==> config.mk <==
export PLATFORM = sky130hd
export DESIGN_NAME = bubble_drive8_top_flat
export DESIGN_NICKNAME = d
export VERILOG_FILES = /design/src/rtl/bubble_drive8_if.sv /design/src/rtl/bubble_drive8_top.sv /design/src/flat_wrapper.sv
export SDC_FILE = /design/constraint.sdc
export NUM_CORES = 2
export LEC_CHECK = 0
export BUFFER_PORTS_ARGS = -buffer_cell sky130_fd_sc_hd__buf_2
export CAP_MARGIN = 40
export CORE_ASPECT_RATIO = 1.4
export CORE_UTILIZATION = 30
export DETAILED_ROUTE_END_ITERATION = 7
export PLACE_DENSITY_LB_ADDON = 0.12
export SETUP_SLACK_MARGIN = 0.02
export SLEW_MARGIN = 10
export SYNTH_ARGS = -nofsm -noshare
export SYNTH_HDL_FRONTEND = slang
export SYNTH_SLANG_ARGS = --single-unit
==> constraint.sdc <==
create_clock -name master_clock -period 44.7 [get_ports master_clock]
set_input_delay 8.94 -clock master_clock [delete_from_list [all_inputs] [get_ports master_clock]]
set_output_delay 8.94 -clock master_clock [all_outputs]
set_load 0.01 [all_outputs]
==> src/rtl/bubble_drive8_if.sv <==
// Host-side bus of the bubble cartridge emulator.
// The host drives the bubble field, mode and buffer-write lines; the device drives streams and strobes.
interface bubble_drive8_if;
    logic        clock_out;
    logic        bubble_shift_enable;
    logic        replicator_enable;
    logic        bootloop_enable;
    logic [2:0]  image_dip_switch;
    logic        bubble_out_odd;
    logic        bubble_out_even;
    logic [10:0] bubble_buffer_write_address;
    logic [1:0]  bubble_buffer_write_data_input;
    logic        bubble_buffer_write_enable;
    logic        bubble_buffer_write_clock;
    logic        load_page;
    logic        load_bootloader;

    modport master (
        output bubble_shift_enable,
        output replicator_enable,
        output bootloop_enable,
        output image_dip_switch,
        output bubble_buffer_write_address,
        output bubble_buffer_write_data_input,
        output bubble_buffer_write_enable,
        output bubble_buffer_write_clock,
        input  clock_out,
        input  bubble_out_odd,
        input  bubble_out_even,
        input  load_page,
        input  load_bootloader
    );

    modport slave (
        input  bubble_shift_enable,
        input  replicator_enable,
        input  bootloop_enable,
        input  image_dip_switch,
        input  bubble_buffer_write_address,
        input  bubble_buffer_write_data_input,
        input  bubble_buffer_write_enable,
        input  bubble_buffer_write_clock,
        output clock_out,
        output bubble_out_odd,
        output bubble_out_even,
        output load_page,
        output load_bootloader
    );
endinterface

==> src/rtl/bubble_drive8_top.sv <==
// Magnetic-bubble cartridge emulator: 2048x2 page buffer replayed as odd/even serial streams.
// Bootloader-loop and page-replication readout, divided clock and loader request strobes.
module bubble_drive8_top #(
    parameter int CLK_DIV       = 4,
    parameter int BUBBLE_PERIOD = 120,
    parameter int ACCESS_DELAY  = 8,
    parameter int BOOT_LEN      = 1920,
    parameter int PAGE_LEN      = 584
) (
    input  logic           master_clock,
    input  logic           power_good,
    bubble_drive8_if.slave bus
);

    localparam int DELAY_CLKS = ACCESS_DELAY * BUBBLE_PERIOD;
    localparam int CNT_MAX    = (DELAY_CLKS > BUBBLE_PERIOD) ? DELAY_CLKS : BUBBLE_PERIOD;
    localparam int CNT_W      = $clog2(CNT_MAX) + 1;
    localparam int HALF       = CLK_DIV / 2;
    localparam int DIV_W      = $clog2(HALF) + 1;

    localparam logic [CNT_W-1:0] DELAY_LAST = CNT_W'(DELAY_CLKS - 1);
    localparam logic [CNT_W-1:0] BIT_LAST   = CNT_W'(BUBBLE_PERIOD - 1);
    localparam logic [DIV_W-1:0] DIV_LAST   = DIV_W'(HALF - 1);
    localparam logic [10:0]      BOOT_LAST  = 11'(BOOT_LEN - 1);
    localparam logic [10:0]      PAGE_LAST  = 11'(PAGE_LEN - 1);

    typedef enum logic [1:0] {
        IDLE  = 2'd0,
        DELAY = 2'd1,
        SHIFT = 2'd2
    } state_t;

    // Control bits: [4] shift_enable, [3] replicator, [2] bootloop, [1] write_enable, [0] write_clock.
    logic [4:0]  ctl_s1;
    logic [4:0]  ctl_s2;
    logic [2:0]  edge_q;
    logic [12:0] wbus_s1;
    logic [12:0] wbus_s2;

    logic        bse_fall;
    logic        bse_rise;
    logic        rep_fall;
    logic        wclk_rise;
    logic        start_boot;
    logic        start_page;
    logic        wr_en;

    state_t           state_q;
    state_t           state_d;
    logic [CNT_W-1:0] cnt_q;
    logic [10:0]      addr_q;
    logic [10:0]      last_q;

    logic [1:0]       mem [0:2047];
    logic [1:0]       rd_q;
    logic             out_en_q;
    logic             out_en_d;
    logic             load_page_q;
    logic             load_page_d;
    logic             load_boot_q;
    logic             boot_done_q;
    logic [DIV_W-1:0] div_q;
    logic             clk_out_q;

    // The image select only matters to the external loader.
    logic unused_dip;
    assign unused_dip = ^bus.image_dip_switch;

    // Two-flop synchronizers plus a third stage for edge detection on the strobes.
    always_ff @(posedge master_clock) begin
        if (!power_good) begin
            ctl_s1  <= '0;
            ctl_s2  <= '0;
            edge_q  <= '0;
            wbus_s1 <= '0;
            wbus_s2 <= '0;
        end else begin
            ctl_s1  <= {bus.bubble_shift_enable,
                        bus.replicator_enable,
                        bus.bootloop_enable,
                        bus.bubble_buffer_write_enable,
                        bus.bubble_buffer_write_clock};
            ctl_s2  <= ctl_s1;
            edge_q  <= {ctl_s2[4], ctl_s2[3], ctl_s2[0]};
            wbus_s1 <= {bus.bubble_buffer_write_address,
                        bus.bubble_buffer_write_data_input};
            wbus_s2 <= wbus_s1;
        end
    end

    assign bse_fall  = edge_q[2] & ~ctl_s2[4];
    assign bse_rise  = ~edge_q[2] & ctl_s2[4];
    assign rep_fall  = edge_q[1] & ~ctl_s2[3];
    assign wclk_rise = ~edge_q[0] & ctl_s2[0];

    assign start_boot = bse_fall & ~ctl_s2[2];
    assign start_page = rep_fall & ~ctl_s2[4] & ctl_s2[2];
    assign wr_en      = power_good & wclk_rise & ~ctl_s2[1];

    // Page buffer: no reset so contents survive power-fail; read is registered (old data on collision).
    always_ff @(posedge master_clock) begin
        if (wr_en) begin
            mem[wbus_s2[12:2]] <= wbus_s2[1:0];
        end
        rd_q <= mem[addr_q];
    end

    // FSM state register.
    always_ff @(posedge master_clock) begin
        if (!power_good) begin
            state_q <= IDLE;
        end else begin
            state_q <= state_d;
        end
    end

    // FSM next-state logic; a rising shift_enable aborts any readout.
    always_comb begin
        state_d = state_q;
        unique case (state_q)
            IDLE: begin
                if (start_boot || start_page) begin
                    state_d = DELAY;
                end
            end
            DELAY: begin
                if (bse_rise) begin
                    state_d = IDLE;
                end else if (cnt_q == DELAY_LAST) begin
                    state_d = SHIFT;
                end
            end
            SHIFT: begin
                if (bse_rise) begin
                    state_d = IDLE;
                end else if (cnt_q == BIT_LAST && addr_q == last_q) begin
                    state_d = IDLE;
                end
            end
            default: state_d = IDLE;
        endcase
    end

    // FSM outputs: stream gate keeps the last entry for its full period; load_page only on accepted starts.
    always_comb begin
        out_en_d    = (state_q == SHIFT) && !bse_rise;
        load_page_d = (state_q == IDLE) && start_page;
    end

    // Timing and address counters; length latched at the start event.
    always_ff @(posedge master_clock) begin
        if (!power_good) begin
            cnt_q  <= '0;
            addr_q <= '0;
            last_q <= '0;
        end else begin
            unique case (state_q)
                IDLE: begin
                    cnt_q  <= '0;
                    addr_q <= '0;
                    if (start_boot) begin
                        last_q <= BOOT_LAST;
                    end else if (start_page) begin
                        last_q <= PAGE_LAST;
                    end
                end
                DELAY: begin
                    if (cnt_q == DELAY_LAST) begin
                        cnt_q <= '0;
                    end else begin
                        cnt_q <= cnt_q + 1'b1;
                    end
                end
                SHIFT: begin
                    if (cnt_q == BIT_LAST) begin
                        cnt_q <= '0;
                        if (addr_q != last_q) begin
                            addr_q <= addr_q + 11'd1;
                        end
                    end else begin
                        cnt_q <= cnt_q + 1'b1;
                    end
                end
                default: begin
                    cnt_q  <= '0;
                    addr_q <= '0;
                end
            endcase
        end
    end

    // Registered strobes and stream gate.
    always_ff @(posedge master_clock) begin
        if (!power_good) begin
            out_en_q    <= 1'b0;
            load_page_q <= 1'b0;
            load_boot_q <= 1'b0;
            boot_done_q <= 1'b0;
        end else begin
            out_en_q    <= out_en_d;
            load_page_q <= load_page_d;
            load_boot_q <= ~boot_done_q;
            boot_done_q <= 1'b1;
        end
    end

    // Clock divider: toggles every HALF master clocks, starting from reset release.
    always_ff @(posedge master_clock) begin
        if (!power_good) begin
            div_q     <= '0;
            clk_out_q <= 1'b0;
        end else if (div_q == DIV_LAST) begin
            div_q     <= '0;
            clk_out_q <= ~clk_out_q;
        end else begin
            div_q <= div_q + 1'b1;
        end
    end

    assign bus.bubble_out_odd  = rd_q[1] & out_en_q;
    assign bus.bubble_out_even = rd_q[0] & out_en_q;
    assign bus.load_page       = load_page_q;
    assign bus.load_bootloader = load_boot_q;
    assign bus.clock_out       = clk_out_q;

endmodule

==> src/flat_wrapper.sv <==
// flat-port wrapper written by rule: the top's interface ports become plain ports
module bubble_drive8_top_flat 
#(
    parameter int CLK_DIV       = 4,
    parameter int BUBBLE_PERIOD = 120,
    parameter int ACCESS_DELAY  = 8,
    parameter int BOOT_LEN      = 1920,
    parameter int PAGE_LEN      = 584
)
  (master_clock, power_good, bus_bubble_shift_enable, bus_replicator_enable, bus_bootloop_enable, bus_image_dip_switch, bus_bubble_buffer_write_address, bus_bubble_buffer_write_data_input, bus_bubble_buffer_write_enable, bus_bubble_buffer_write_clock, bus_clock_out, bus_bubble_out_odd, bus_bubble_out_even, bus_load_page, bus_load_bootloader);
  bubble_drive8_if bus_i ();
  input  logic master_clock;
  input  logic power_good;
  input wire logic [$bits(bus_i.bubble_shift_enable)-1:0] bus_bubble_shift_enable;
  input wire logic [$bits(bus_i.replicator_enable)-1:0] bus_replicator_enable;
  input wire logic [$bits(bus_i.bootloop_enable)-1:0] bus_bootloop_enable;
  input wire logic [$bits(bus_i.image_dip_switch)-1:0] bus_image_dip_switch;
  input wire logic [$bits(bus_i.bubble_buffer_write_address)-1:0] bus_bubble_buffer_write_address;
  input wire logic [$bits(bus_i.bubble_buffer_write_data_input)-1:0] bus_bubble_buffer_write_data_input;
  input wire logic [$bits(bus_i.bubble_buffer_write_enable)-1:0] bus_bubble_buffer_write_enable;
  input wire logic [$bits(bus_i.bubble_buffer_write_clock)-1:0] bus_bubble_buffer_write_clock;
  output wire logic [$bits(bus_i.clock_out)-1:0] bus_clock_out;
  output wire logic [$bits(bus_i.bubble_out_odd)-1:0] bus_bubble_out_odd;
  output wire logic [$bits(bus_i.bubble_out_even)-1:0] bus_bubble_out_even;
  output wire logic [$bits(bus_i.load_page)-1:0] bus_load_page;
  output wire logic [$bits(bus_i.load_bootloader)-1:0] bus_load_bootloader;
  assign bus_i.bubble_shift_enable = bus_bubble_shift_enable;
  assign bus_i.replicator_enable = bus_replicator_enable;
  assign bus_i.bootloop_enable = bus_bootloop_enable;
  assign bus_i.image_dip_switch = bus_image_dip_switch;
  assign bus_i.bubble_buffer_write_address = bus_bubble_buffer_write_address;
  assign bus_i.bubble_buffer_write_data_input = bus_bubble_buffer_write_data_input;
  assign bus_i.bubble_buffer_write_enable = bus_bubble_buffer_write_enable;
  assign bus_i.bubble_buffer_write_clock = bus_bubble_buffer_write_clock;
  assign bus_clock_out = bus_i.clock_out;
  assign bus_bubble_out_odd = bus_i.bubble_out_odd;
  assign bus_bubble_out_even = bus_i.bubble_out_even;
  assign bus_load_page = bus_i.load_page;
  assign bus_load_bootloader = bus_i.load_bootloader;
  bubble_drive8_top #(.CLK_DIV(CLK_DIV), .BUBBLE_PERIOD(BUBBLE_PERIOD), .ACCESS_DELAY(ACCESS_DELAY), .BOOT_LEN(BOOT_LEN), .PAGE_LEN(PAGE_LEN)) u_core (.master_clock(master_clock), .power_good(power_good), .bus(bus_i));
endmodule
==> impl_metrics.json <==
{
  "cts.sinks": 4170,
  "drv_slew": 0,
  "place_area_um2": 180000,
  "drive_gt1_frac": 0.215,
  "avgSynthCellArea_um2": 17.9,
  "setup_viol": 0,
  "synth_nets": 9468,
  "grt_pass1_wl_mm": 813,
  "hold_buffers": 0,
  "ys_ff_latch": 4170,
  "synth_common_cells": "edfxtp_1 (4096), nor2_1 (2132), mux4_2 (979)",
  "synth_compound_area_frac": 0.0253,
  "setup_ws_ps": 32200,
  "synth_top_family_by_area": "multiplexers",
  "post-place-ws_ps": 31160,
  "wl_per_cell_um": 34.7,
  "area_delta_synth_final_pct": 14.5,
  "die_area_um2": 566000,
  "first_iter_violations": 9995,
  "synth-seq-area-share": 0.737,
  "fin_crit_sh": 0.280,
  "cts_buffer_depth": 4,
  "cts_post_setup_buffers_inserted": 0,
  "maxCapViolCount": 0,
  "cts_tree": "done",
  "vdd_drop_max_mv": 0.0313,
  "synth_edf_count": 4096,
  "cp_num_buf_inv": 4,
  "pin_count": 28,
  "antenna_found_initial": 65,
  "yosysMostFrequentCell": "edfxtp_1",
  "required_ps": 45410,
  "floorplan.initialDensity": 0.301,
  "clock_latency_ps": 1040,
  "stdcell_area_um2": 193000,
  "rsz0062_at_grt": "false",
  "ys.flop_type": "edfxtp_1",
  "crit_fanout": 46,
  "synth-simple-area-share": 0.0603,
  "power_density_nw_per_um2": 40.6,
  "grt_max_degree": 253,
  "ctsResizeCount": 0,
  "slew_headroom": 0.197,
  "core_area_um2": 560000,
  "cp-start-kind": "primary input",
  "path_cells": "buf_2 -> nand2_1 -> nor3_1 -> nand2_1 -> nor3_1 -> buf_2 -> nand3_4 -> buf_4 -> buf_4 -> nor2_1",
  "numPortBuffers": 24,
  "cp_data_arrival_time_ps": 13210,
  "die_width_um": 636,
  "crit_type": "in2reg",
  "ant_nets": 0,
  "synth_mux_area_frac": 0.151,
  "fin_skew_ps": 41.3,
  "synth.area.top_cells": "edfxtp_1 (73%), mux4_2 (13%), nor2_1 (4.7%)",
  "timing.fmax_ghz": 0.0800,
  "cp_top_family": "simple AND/OR/NAND/NOR gates",
  "tightest_slew_ps": 1210,
  "cts.clk_slew.worst_paths_ps": 60,
  "dp_hpwl_mm": 365,
  "ys_warn_count": 0,
  "synth_xor_area_frac": 0.000934,
  "synth_cell_type_count": 83,
  "synthesis.area_um2": 169000,
  "grt-ovfl-total": 0,
  "synth_cells": 9439,
  "finalHoldViolations": 0,
  "drcViolationCount": 0,
  "fp-row-count": 325,
  "slowest_delay_ps": 630,
  "cp-end-kind": "flip-flop",
  "power_leakage_nw": 63.2,
  "routed_wl_mm": 599,
  "grt_pass1_vias": 96400,
  "gp_congestion": 0.791,
  "hp-class": "reg2reg",
  "yosys.area.top_type": "edfxtp_1",
  "h-tree-depth": 5,
  "status": "finished, final reports clean",
  "power_mw": 7.84,
  "dieHeight_um": 890,
  "min_period_ps": 12500,
  "viasPerCell": 5.27,
  "nets": 9573,
  "vias": 90900,
  "cts_root_buf": "clkbuf_16",
  "drt_pass1_iterations": 6,
  "async_flop_share": 0,
  "track_usage": 0.208,
  "finalSetupTns_ps": 0,
  "netlist.area_leader.share": 0.729,
  "synthAdderAreaFrac": 0.000445,
  "cp_slowest_cell": "nor3_1",
  "cts_made_buffers": 409,
  "n_fill_cell": 52600
}
-- through the flow --
| step | hold slack, ps | utilization | std cells |
|---|---|---|---|
| final | 380 | 0.345 | 17300 |
| after global routing | 398 | 0.345 | 17200 |
| after CTS | 383 | 0.345 | 17200 |
| after detailed placement | 377 | 0.321 | 16500 |
| after global placement | 371 | 0.316 | 16300 |
| after floorplan | 363 | - | 9439 |
-- worst register-to-register path: cells and delay by family, from the launching register on --
family	cells	cell delay, ps
buffers and inverters	6	3580
AOI/OAI and AO/OA	5	2120
muxes	1	410
DFF	1	570
and+or+nand+nor	1	530
-- kinds of logic (layout without fill, tap and decap cells) --
family                     after synthesis  count (layout)
DFF                                   4170            4170
xor gates and xnor gates                18              18
and+or+nand+nor                       2567            2567
muxes                                 1284            1284
adders and majority gates                6               6
buffers and inverters                  799            1237
other                                    0              28
AOI/OAI and AO/OA                      595             595
-- layer usage --
metal  up-vias  share of wire  routed length (µm)  track usage
met2      3193           0.51              306000        0.368
met4         0          0.039               23500       0.0749
met1     49800           0.39              234000        0.258
met5         -              0                   0            0
met3       719          0.059               35400       0.0305
li1      37300              -                   -            -
-- where the power goes --
part           switching, mW  internal [mW]  leakage, nW
logic                 0.0638         0.0135         12.8
clock network           1.53           1.96         6.40
registers            0.00359           4.27         44.0
total                   1.59           6.25         63.2
-- worst paths after layout --
check	from	endpoint	slack (ps)	depth (start not counted)
worst max register to register	u_core.addr_q[1]	u_core.rd_q[1]	37340	13
worst min-delay path	u_core.boot_done_q	u_core.bus.load_bootloader	380	1
worst max-delay path	power_good	u_core.mem[1587][1]	32200	10
worst min register to register	u_core.boot_done_q	u_core.bus.load_bootloader	380	1
-- final cells by class --
cell class              instances  area, µm²  area share
inverters                      18       76.3    0.000395
clock buffers                 508      11000      0.0567
repair buffers                475       5520      0.0286
clock inverters               236       2180      0.0113
multi-input cells            4470      40700       0.211
diodes                         28       70.1    0.000363
flip-flops and latches       4170     125000       0.644
well taps                    7357       9210      0.0476
-- flip-flops by register name, summed over array words and instances, names as in the netlist, 3 cells and up --
signal / flops
u_core.edge_q: 3
u_core.wbus_s1: 13
u_core.cnt_q: 11
u_core.ctl_s1: 5
u_core.mem: 4096
u_core.ctl_s2: 5
u_core.wbus_s2: 13
u_core.addr_q: 11
-- placed cells by master, fill, tap and decap left out, types with 30 or more instances in the layout --
| cell | n |
|---|---|
| edfxtp_1 | 4096 |
| nor2_1 | 2115 |
| mux4_2 | 979 |
| clkbuf_16 | 423 |
| buf_4 | 308 |
| mux2i_1 | 268 |
| nand2_1 | 171 |
| a22oi_1 | 151 |
| clkinv_1 | 114 |
| a21oi_1 | 88 |
| clkbuf_1 | 79 |
| buf_16 | 68 |
| dfxtp_1 | 64 |
| o21ai_0 | 58 |
| clkinv_2 | 55 |
| o22ai_1 | 53 |
| and2_1 | 52 |
| bufinv_16 | 40 |
| buf_12 | 40 |
| a221oi_1 | 39 |
| nor3_1 | 35 |
| nand3_1 | 32 |
| a22o_1 | 32 |
| buf_2 | 30 |
Note: power is estimated with default switching activity, not from simulation.
